File: src/rtl/baud_gen_frac.sv
// Fractional-N baud generator: oversample and bit ticks from a modulo accumulator,
// with a valid/ready rate change applied on bit boundaries. Optional: BAUD_GEN_FRAC_BITCNT_EN.
module baud_gen_frac #(
  parameter int unsigned CLK_FREQ_HZ = 1_600_000,
  parameter int unsigned OVERSAMPLE  = 8,
  parameter int unsigned INC_W       = 24,
  parameter int unsigned DEFAULT_INC = 800_000,
  localparam int unsigned PH_W       = (OVERSAMPLE > 1) ? $clog2(OVERSAMPLE) : 1
) (
  input  logic             clk,
  input  logic             rst_n,
  input  logic             en,
  input  logic             align,
  input  logic [INC_W-1:0] cfg_inc,
  input  logic             cfg_valid,
  output logic             cfg_ready,
  output logic             cfg_err,
  output logic             os_tick,
  output logic             bit_tick,
  output logic [PH_W-1:0]  os_phase
`ifdef BAUD_GEN_FRAC_BITCNT_EN
  ,
  output logic [15:0]      bit_count
`endif
);

  typedef enum logic {CFG_IDLE, CFG_PENDING} cfg_state_t;

  localparam logic [32:0]     MOD     = 33'(CLK_FREQ_HZ);
  localparam logic [31:0]     HALF    = 32'(CLK_FREQ_HZ / 2);
  localparam logic [PH_W-1:0] PH_LAST = PH_W'(OVERSAMPLE - 1);
  localparam logic [PH_W-1:0] PH_MID  = PH_W'(OVERSAMPLE / 2);

  logic [31:0]      acc_reg, acc_next;
  logic [PH_W-1:0]  os_phase_reg, os_phase_next;
  logic [INC_W-1:0] inc_active_reg, inc_active_next;
  logic [INC_W-1:0] pending_reg, pending_next;
  cfg_state_t       state_reg, state_next;
  logic             os_tick_reg, os_tick_next;
  logic             bit_tick_reg, bit_tick_next;
  logic             cfg_err_reg, cfg_err_next;

  logic [32:0] sum;
  logic        wrap;
  logic        cfg_bad;
  logic        apply;

  // Sum is one bit wider than acc so the modulus compare never overflows
  always_comb begin
    sum     = {1'b0, acc_reg} + 33'(inc_active_reg);
    wrap    = (sum >= MOD);
    cfg_bad = (cfg_inc == '0) || (33'(cfg_inc) >= MOD);
  end

  always_comb begin
    acc_next      = acc_reg;
    os_phase_next = os_phase_reg;
    os_tick_next  = 1'b0;
    bit_tick_next = 1'b0;
    if (!en) begin
      acc_next      = '0;
      os_phase_next = '0;
    end else if (align) begin
      acc_next      = HALF;
      os_phase_next = PH_MID;
    end else if (wrap) begin
      acc_next     = 32'(sum - MOD);
      os_tick_next = 1'b1;
      if (os_phase_reg == PH_LAST) begin
        os_phase_next = '0;
        bit_tick_next = 1'b1;
      end else begin
        os_phase_next = os_phase_reg + 1'b1;
      end
    end else begin
      acc_next = sum[31:0];
    end
  end

  // The bit_tick cycle itself still runs on the old increment
  always_comb begin
    state_next      = state_reg;
    pending_next    = pending_reg;
    inc_active_next = inc_active_reg;
    cfg_err_next    = 1'b0;
    apply           = !en || align || bit_tick_next;
    case (state_reg)
      CFG_IDLE: begin
        if (cfg_valid) begin
          if (cfg_bad) begin
            cfg_err_next = 1'b1;
          end else begin
            pending_next = cfg_inc;
            state_next   = CFG_PENDING;
          end
        end
      end
      CFG_PENDING: begin
        if (apply) begin
          inc_active_next = pending_reg;
          state_next      = CFG_IDLE;
        end
      end
      default: state_next = CFG_IDLE;
    endcase
  end

  always_ff @(posedge clk or negedge rst_n) begin
    if (!rst_n) begin
      acc_reg        <= '0;
      os_phase_reg   <= '0;
      inc_active_reg <= INC_W'(DEFAULT_INC);
      pending_reg    <= '0;
      state_reg      <= CFG_IDLE;
      os_tick_reg    <= 1'b0;
      bit_tick_reg   <= 1'b0;
      cfg_err_reg    <= 1'b0;
    end else begin
      acc_reg        <= acc_next;
      os_phase_reg   <= os_phase_next;
      inc_active_reg <= inc_active_next;
      pending_reg    <= pending_next;
      state_reg      <= state_next;
      os_tick_reg    <= os_tick_next;
      bit_tick_reg   <= bit_tick_next;
      cfg_err_reg    <= cfg_err_next;
    end
  end

  assign cfg_ready = (state_reg == CFG_IDLE);
  assign cfg_err   = cfg_err_reg;
  assign os_tick   = os_tick_reg;
  assign bit_tick  = bit_tick_reg;
  assign os_phase  = os_phase_reg;

`ifdef BAUD_GEN_FRAC_BITCNT_EN
  logic [15:0] bit_count_reg, bit_count_next;

  always_comb begin
    bit_count_next = bit_count_reg;
    if (!en || align) begin
      bit_count_next = '0;
    end else if (bit_tick_next && (bit_count_reg != 16'hFFFF)) begin
      bit_count_next = bit_count_reg + 16'd1;
    end
  end

  always_ff @(posedge clk or negedge rst_n) begin
    if (!rst_n) begin
      bit_count_reg <= '0;
    end else begin
      bit_count_reg <= bit_count_next;
    end
  end

  assign bit_count = bit_count_reg;
`else
  // Bit counter not built in this configuration
`endif

endmodule

File: config.mk
export PLATFORM = sky130hd
export DESIGN_NAME = baud_gen_frac
export DESIGN_NICKNAME = d
export VERILOG_FILES = /design/src/rtl/baud_gen_frac.sv
export SDC_FILE = /design/constraint.sdc
export NUM_CORES = 1
export LEC_CHECK = 0
export ABC_AREA = 1
export CELL_PAD_IN_SITES_DETAIL_PLACEMENT = 1
export CELL_PAD_IN_SITES_GLOBAL_PLACEMENT = 2
export CORE_AREA = 2 2 143 159
export DETAILED_ROUTE_END_ITERATION = 7
export DIE_AREA = 0 0 145 161
export MAX_ROUTING_LAYER = met4
export PLACE_DENSITY_LB_ADDON = 0.1
export SKIP_LAST_GASP = 1
export SLEW_MARGIN = 10
export SYNTH_ARGS = -nofsm -noshare
export SYNTH_HDL_FRONTEND = slang
export SYNTH_SLANG_ARGS = --single-unit
File: constraint.sdc
create_clock -name clk -period 2.8 [get_ports clk]
set_input_delay 0.28 -clock clk [delete_from_list [all_inputs] [get_ports clk]]
set_output_delay 0.28 -clock clk [all_outputs]
set_load 0.05 [all_outputs]
==> summary.md, run 1 <==
| Metric | Value |
|---|---|
| Pin count of the biggest net entering global routing | `between 40 and 50` |
| Nets | `1295` |
| Final Hold Fails | `0` |
| Slew HR | `0.575` |
| Share of post-route cells with drive strength above 1 | `0.340` |
| FF+latch count, synth | `87` |
| Final setup fails | `53` |
| CTS Sinks | `87` |
| Unique masters post-synth | `39` |
| Critical path class | `flop to flop` |
| First-pass GRT wire length | `just over 40000 um` |
| Cell depth of the worst flop-to-flop path | `24` |
| Overall Global Routing Usage | `0.228` |
| Critical R2R Capture | `acc_reg[19]$_DFF_PN0_` |
| Status | `finished, violations left` |
| Post-synthesis cell count | `1022` |
| Worst Path Arrival | `3310 ps` |
| GR Overflow Total | `0` |
| Max Freq | `0.327 GHz` |
| Synth area leaders | `dfrtp_1 31%, nand2_1 23%, inv_1 9.4%` |
| Routed vias/inst | `between 4 and 5` |
| R2R Setup Slk | `-260 ps` |
| Pwr/cell area | `~1200 mW/mm^2` |
| Synth Cell Area | `~0.0065 mm^2` |
| Leakage power | `5.12 nW` |
| DP Area | `0.00827 mm^2` |
| Placed Cells | `roughly 1500` |
| Largest register FFs | `32` |
| Most frequent cell after synthesis | `nand2_1` |
| Worst setup EP type | `flop` |
| Maximum Capacitance Violations | `0` |
| Setup TNS | `-9660 ps` |
| H-tree levels | `3` |
| Number of synthesized flops with an enable pin | `0` |
| Cell area after layout | `0.00990 mm^2` |
| Syn avg cell area | `6.31 um^2` |
| Vias in the first global route | `around 7500` |
| PortBufs | `35` |
| Antenna-violating nets left | `0` |
| Net Count, Synth | `about 1100` |
| Hold Crit Class | `primary input to async pin` |
| Seq/Total Area, Yosys | `0.339` |
| Die area | `0.0233 mm^2` |
| Final hold slack | `482 ps` |
| Core outline area | `between 0.02 and 0.025 mm^2` |
| Clk_skew | `10.9 ps` |
| Setup ws final | `-257 ps` |
| Initial DRC count | `200` |
| Yosys Warn Count | `0` |
| Placer Congestion | `0.848` |
| CTS tree | `built` |
| CTS buffer count | `9` |
| Synth top area share | `0.314` |
| Aggregate routed wire length | `25100 um` |
| Final Cycle Share | `1.09` |
| Num ports | `36` |
| Top FF cell, synth | `dfrtp_1` |
| Unrepaired setup endpoints after global routing | `yes` |
| Multi-input logic area | `0.00450 mm^2` |
| Worst path required time | `between 3000 and 4000 ps` |
| Root Driver | `clkbuf_16` |
| Slew @ Worst Pin | `637 ps` |
| Pre-CTS setup slack | `-469 ps` |
| Async set or reset register ratio after synthesis | `1.00` |
| Post-DR wirelength/cell | `16.3 um` |
| Core Rows | `57` |
| Chip width | `145 um` |
| Die Height | `161 um` |
| Via count | `7097` |
| DRC | `0` |
| Reg2reg start | `inc_active_reg[8]$_DFFE_PN1P_` |
| Slew Limit Fails | `0` |
| Worst-Skew Late Latency | `360 ps` |
| CP max FO | `6` |
| Reg clk slew, reported paths | `70 ps` |
| Number of diodes | `0` |
| Final min period | `around 3100 ps` |
| Most frequent cells after synthesis | `391 x nand2_1, 162 x inv_1, 97 x nand3_1` |
| Post-Layout Cell Count | `between 1500 and 2000` |
| Fillers | `2796` |
| Final HPWL DP | `19300 um` |
| Synth-to-Final Area Change | `53.4%` |
| Failing checks | `negative setup slack` |
| Starting density of the core | `0.297` |
| DRT Pass-1 Iters | `4` |
| Clock tree buffer depth | `2` |
| Initial antenna violation count | `0` |
| Leading area contributor after synthesis | `dfrtp_1` |
| CP startpoint kind | `flop` |
| Maximum VDD drop | `approximately 520 uV` |
| Reg area | `0.00219 mm^2` |
[power breakdown]
group	internal, W	switching, W
registers	0.00163	0.000400
logic	0.00394	0.00457
clock network	0.000791	0.000558
total	0.00637	0.00553
[worst max path at each step]
stage                                   from                             end  depth (start not counted)
4_1_cts        inc_active_reg[8]$_DFFE_PN1P_   inc_active_reg[6]$_DFFE_PN0P_                         24
3_3_place_gp   inc_active_reg[7]$_DFFE_PN0P_           acc_reg[15]$_DFF_PN0_                         20
6_report       inc_active_reg[8]$_DFFE_PN1P_           acc_reg[19]$_DFF_PN0_                         24
5_1_grt        inc_active_reg[8]$_DFFE_PN1P_           acc_reg[19]$_DFF_PN0_                         24
2_1_floorplan  inc_active_reg[8]$_DFFE_PN1P_  inc_active_reg[14]$_DFFE_PN0P_                         23
3_5_place_dp   inc_active_reg[8]$_DFFE_PN1P_           acc_reg[16]$_DFF_PN0_                         23
[stage by stage]
| step | util | total power [W] |
|---|---|---|
| finish | 0.455 | 0.0119 |
| global route | 0.455 | 0.0128 |
| CTS | 0.433 | 0.0112 |
| detailed placement | 0.380 | 0.00838 |
| global placement | 0.380 | 0.00829 |
| floorplan | - | 0.00528 |
[layout make-up]
cell class,count,share of cell area
multi-input cells,749,0.455
repair buffers,219,0.187
inverters,171,0.0664
repair inverters,1,0.000885
flip-flops and latches,87,0.221
clock inverters,6,0.00948
clock buffers,10,0.0231
well taps,295,0.0373
[per-layer routing]
metal  GRT usage  share of wire
met4      0.0500          0.013
met1       0.288           0.47
met5           -              0
met3      0.0206          0.015
met2       0.399           0.51
[cell usage in the layout (no fill, tap or decap), types with 12 or more instances in the layout]
master and instances:
nand2_4 16, nand3_1 80, a21oi_1 18, inv_1 157, dfrtp_1 75, nand2_2 75, nor2_4 12, a21oi_2 12
ha_4 22, nand3_2 16, o21ai_0 16, buf_4 173, nand4_1 14, nor2_2 22, clkdlybuf4s50_1 34, nor2_1 65
nand2_1 311
[critical path, cell delays in order (launching register included)]
cell and delay (ps):
dfstp_2 590, ha_4 250, nand2_1 70, nand2_1 70
inv_1 70, nand2_2 70, inv_2 70, nand3_4 140
xnor2_4 200, ha_4 170, inv_2 30, nand2_2 70
nand2_2 70, nand2_2 80, inv_2 50, nor2_4 90
nand3_2 80, nand2_2 100, nand2_4 80, buf_4 170
buf_8 130, nand3b_1 80, nand3_1 100, nand2_1 100
inv_1 40
[repair_timing]
| action | 4_1_cts | 5_1_grt |
|---|---|---|
| setup buffers | 18 | 8 |
| pin swaps | 18 | 30 |
| endpoints found under the hold margin | 39 | 0 |
| cloned | 7 | 0 |
| resized for setup | 142 | 106 |
| hold buffers | 1 | 0 |
| setup endpoints to repair | 53 | 53 |
[cell families after synthesis]
family,Yosys count,synth area share
xor+xnor,6,0.00814
compound gates,64,0.0527
buf+inv,189,0.115
fa+ha+maj,28,0.0554
simple gates,648,0.430
flops,87,0.339
Note: power is estimated with default switching activity, not from simulation.
==> run 2, diff against run 1 <==
- CORE_AREA: 2 2 143 159 -> 2 2 141 157
- CTS_BUF_LIST: unset -> sky130_fd_sc_hd__clkbuf_8
- DIE_AREA: 0 0 145 161 -> 0 0 143 159
- SETUP_SLACK_MARGIN: unset -> 0.05
- clock period: 2.8 -> 2.5 ns (I/O delays scaled with it)
==> summary.md, run 2 (synthesized netlist as in run 1, its figures left out) <==
| Metric | Value |
|---|---|
| DRC | `0` |
| Die Height | `159 um` |
| Final Hold Fails | `0` |
| Maximum VDD drop | `around 640 uV` |
| Status | `finished, violations left` |
| Failing checks | `negative setup slack` |
| Pwr/cell area | `~1300 mW/mm^2` |
| CP startpoint kind | `flop` |
| Pin count of the biggest net entering global routing | `47` |
| CTS Sinks | `between 80 and 90` |
| Cell Chain, Critical Path | `ha_4 -> nand2_1 -> nand2_2 -> nand2_2 -> nand2_2 -> inv_2 -> nand3_4 -> xnor2_4 -> ha_4 -> inv_2 -> nand2_2 -> nand2_2 -> nand2_2 -> inv_2 -> nor2_4 -> nand3_2 -> nand2_2 -> nand2_4 -> nand2_4 -> nand3_4 -> clkbuf_16 -> nand3_1 -> nand2_1` |
| Worst-Skew Late Latency | `390 ps` |
| Slowest stage cell on the critical path | `dfrtp_2` |
| Max Freq | `approximately 0.32 GHz` |
| Vias in the first global route | `around 7600` |
| Slew Limit Fails | `0` |
| Starting density of the core | `0.306` |
| Synth-to-Final Area Change | `60.5%` |
| Core Rows | `56` |
| Slowest stage delay, CP | `470 ps` |
| Critical path class | `flop to flop` |
| Aggregate routed wire length | `26400 um` |
| Antenna-violating nets left | `0` |
| Final setup fails | `53` |
| Commonest non-fill, non-tap cell in the layout | `nand2_1` |
| DRT Pass-1 Iters | `7` |
| Post-DR wirelength/cell | `16.8 um` |
| GR Overflow Total | `0` |
| Maximum Capacitance Violations | `0` |
| First-pass GRT wire length | `40300 um` |
| Slew HR | `0.437` |
| Final Cycle Share | `1.25` |
| Worst Path Arrival | `3400 ps` |
| Placer Congestion | `0.884` |
| Reg2reg start | `inc_active_reg[6]$_DFFE_PN0P_` |
| Final hold slack | `approximately 400 ps` |
| Setup TNS | `-27170 ps` |
| Overall Global Routing Usage | `0.235` |
| Setup ws final | `-616 ps` |
| Routed vias/inst | `4.71` |
| CP max FO | `10` |
| Unrepaired setup endpoints after global routing | `yes` |
| Nets | `1332` |
| Clk_skew | `16.0 ps` |
| Leakage power | `between 5 and 6 nW` |
| Worst path required time | `2790 ps` |
| Num ports | `36` |
| Final HPWL DP | `between 15000 and 20000 um` |
| Clock tree buffer depth | `2` |
| H-tree levels | `3` |
| Hold Crit Class | `primary input to async pin` |
| Initial antenna violation count | `0` |
| Number of diodes | `0` |
| Core outline area | `0.0211 mm^2` |
| Pre-CTS setup slack | `-746 ps` |
| PortBufs | `35` |
| Chip width | `143 um` |
| Worst setup EP type | `flop` |
| Share of post-route cells with drive strength above 1 | `0.409` |
| CTS tree | `built` |
| Initial DRC count | `296` |
| Largest register FFs | `32` |
| CTS buffer count | `9` |
| Final min period | `3120 ps` |
| Via count | `7389` |
| Slew @ Worst Pin | `841 ps` |
| Final core occ | `0.491` |
| Reg clk slew, reported paths | `between 100 and 150 ps` |
| Root Driver | `clkbuf_8` |
| Fillers | `2661` |
| Commonest non-fill, non-tap cells in the layout | `298 x nand2_1, 208 x buf_4, 153 x inv_1` |
| Critical path startpoint | `inc_active_reg[6]$_DFFE_PN0P_` |
| Most common cell on crit path | `nand2_2` |
| Die area | `0.0227 mm^2` |
-- run 2: cell types whose count changed in the layout (fill, tap and decap cells not counted), moves of 10 or more --
cell / delta
nand2_2: +10
nand3_1: -19
nand3_2: +13
buf_4: +35
nor2_1: -14
nand2_1: -13
-- run 2: report_power, final --
group | internal [W] | switching [W]
logic | 0.00469 | 0.00556
clock network | 0.000395 | 0.000640
registers | 0.00182 | 0.000400
total | 0.00691 | 0.00660
-- run 2: metrics by stage --
| stage | total power [W] | cells | area (um^2) |
|---|---|---|---|
| floorplan | 0.00603 | 1022 | 6520 |
| global placement | 0.00931 | 1493 | 8350 |
| detailed placement | 0.00944 | 1493 | 8350 |
| CTS | 0.0119 | 1540 | 9500 |
| global route | 0.0145 | 1570 | 10400 |
| finish | 0.0135 | 1570 | 10400 |
-- run 2: path summary, 6_finish.rpt --
path	depth (start not counted)	endpoint	slack, ps
min	2	pending_reg[2]$_DFFE_PN0P_	400
max reg2reg	23	inc_active_reg[5]$_DFFE_PN0P_	-620
max	23	inc_active_reg[5]$_DFFE_PN0P_	-620
min in group clk	3	pending_reg[10]$_DFFE_PN0P_	420
min reg2reg	2	inc_active_reg[18]$_DFFE_PN1P_	480
max in group asynchronous	3	acc_reg[28]$_DFF_PN0_	1330
-- run 2: cell type report --
cell class,instances,area [um^2],area share
inverter,171,657,0.0634
clock buffer,9,124,0.0120
sequential,87,2190,0.212
clock inverter,7,80.1,0.00773
multi-input combinational,748,4800,0.463
tap,290,363,0.0350
timing repair inverter,1,16.3,0.00157
timing repair buffer,257,2130,0.205
-- run 2: routing by layer --
layer	vias up	part of all wire	global-route usage
met3	24	0.027	0.0241
met1	3596	0.45	0.311
met5	-	0	-
li1	3681	-	-
met2	88	0.51	0.388
met4	0	0.015	0.0522
-- run 2: timing repair --
item                       in CTS  in global routing
setup endpoints to repair      53                 53
hold endpoints to repair       37                  0
resized for setup             168                159
pin swaps                      47                 70
gates cloned                    1                  5
setup buffers                  52                 28
hold buffers                    1                  0
-- run 2: worst max-delay path: cells and delay by family, from the launching register on --
kind | cells | cell delay, ps
flip-flops | 1 | 470
adder cells (fa/ha/maj) | 2 | 440
buffers and inverters | 4 | 400
AND/OR/NAND/NOR | 16 | 1470
XOR/XNOR | 1 | 230
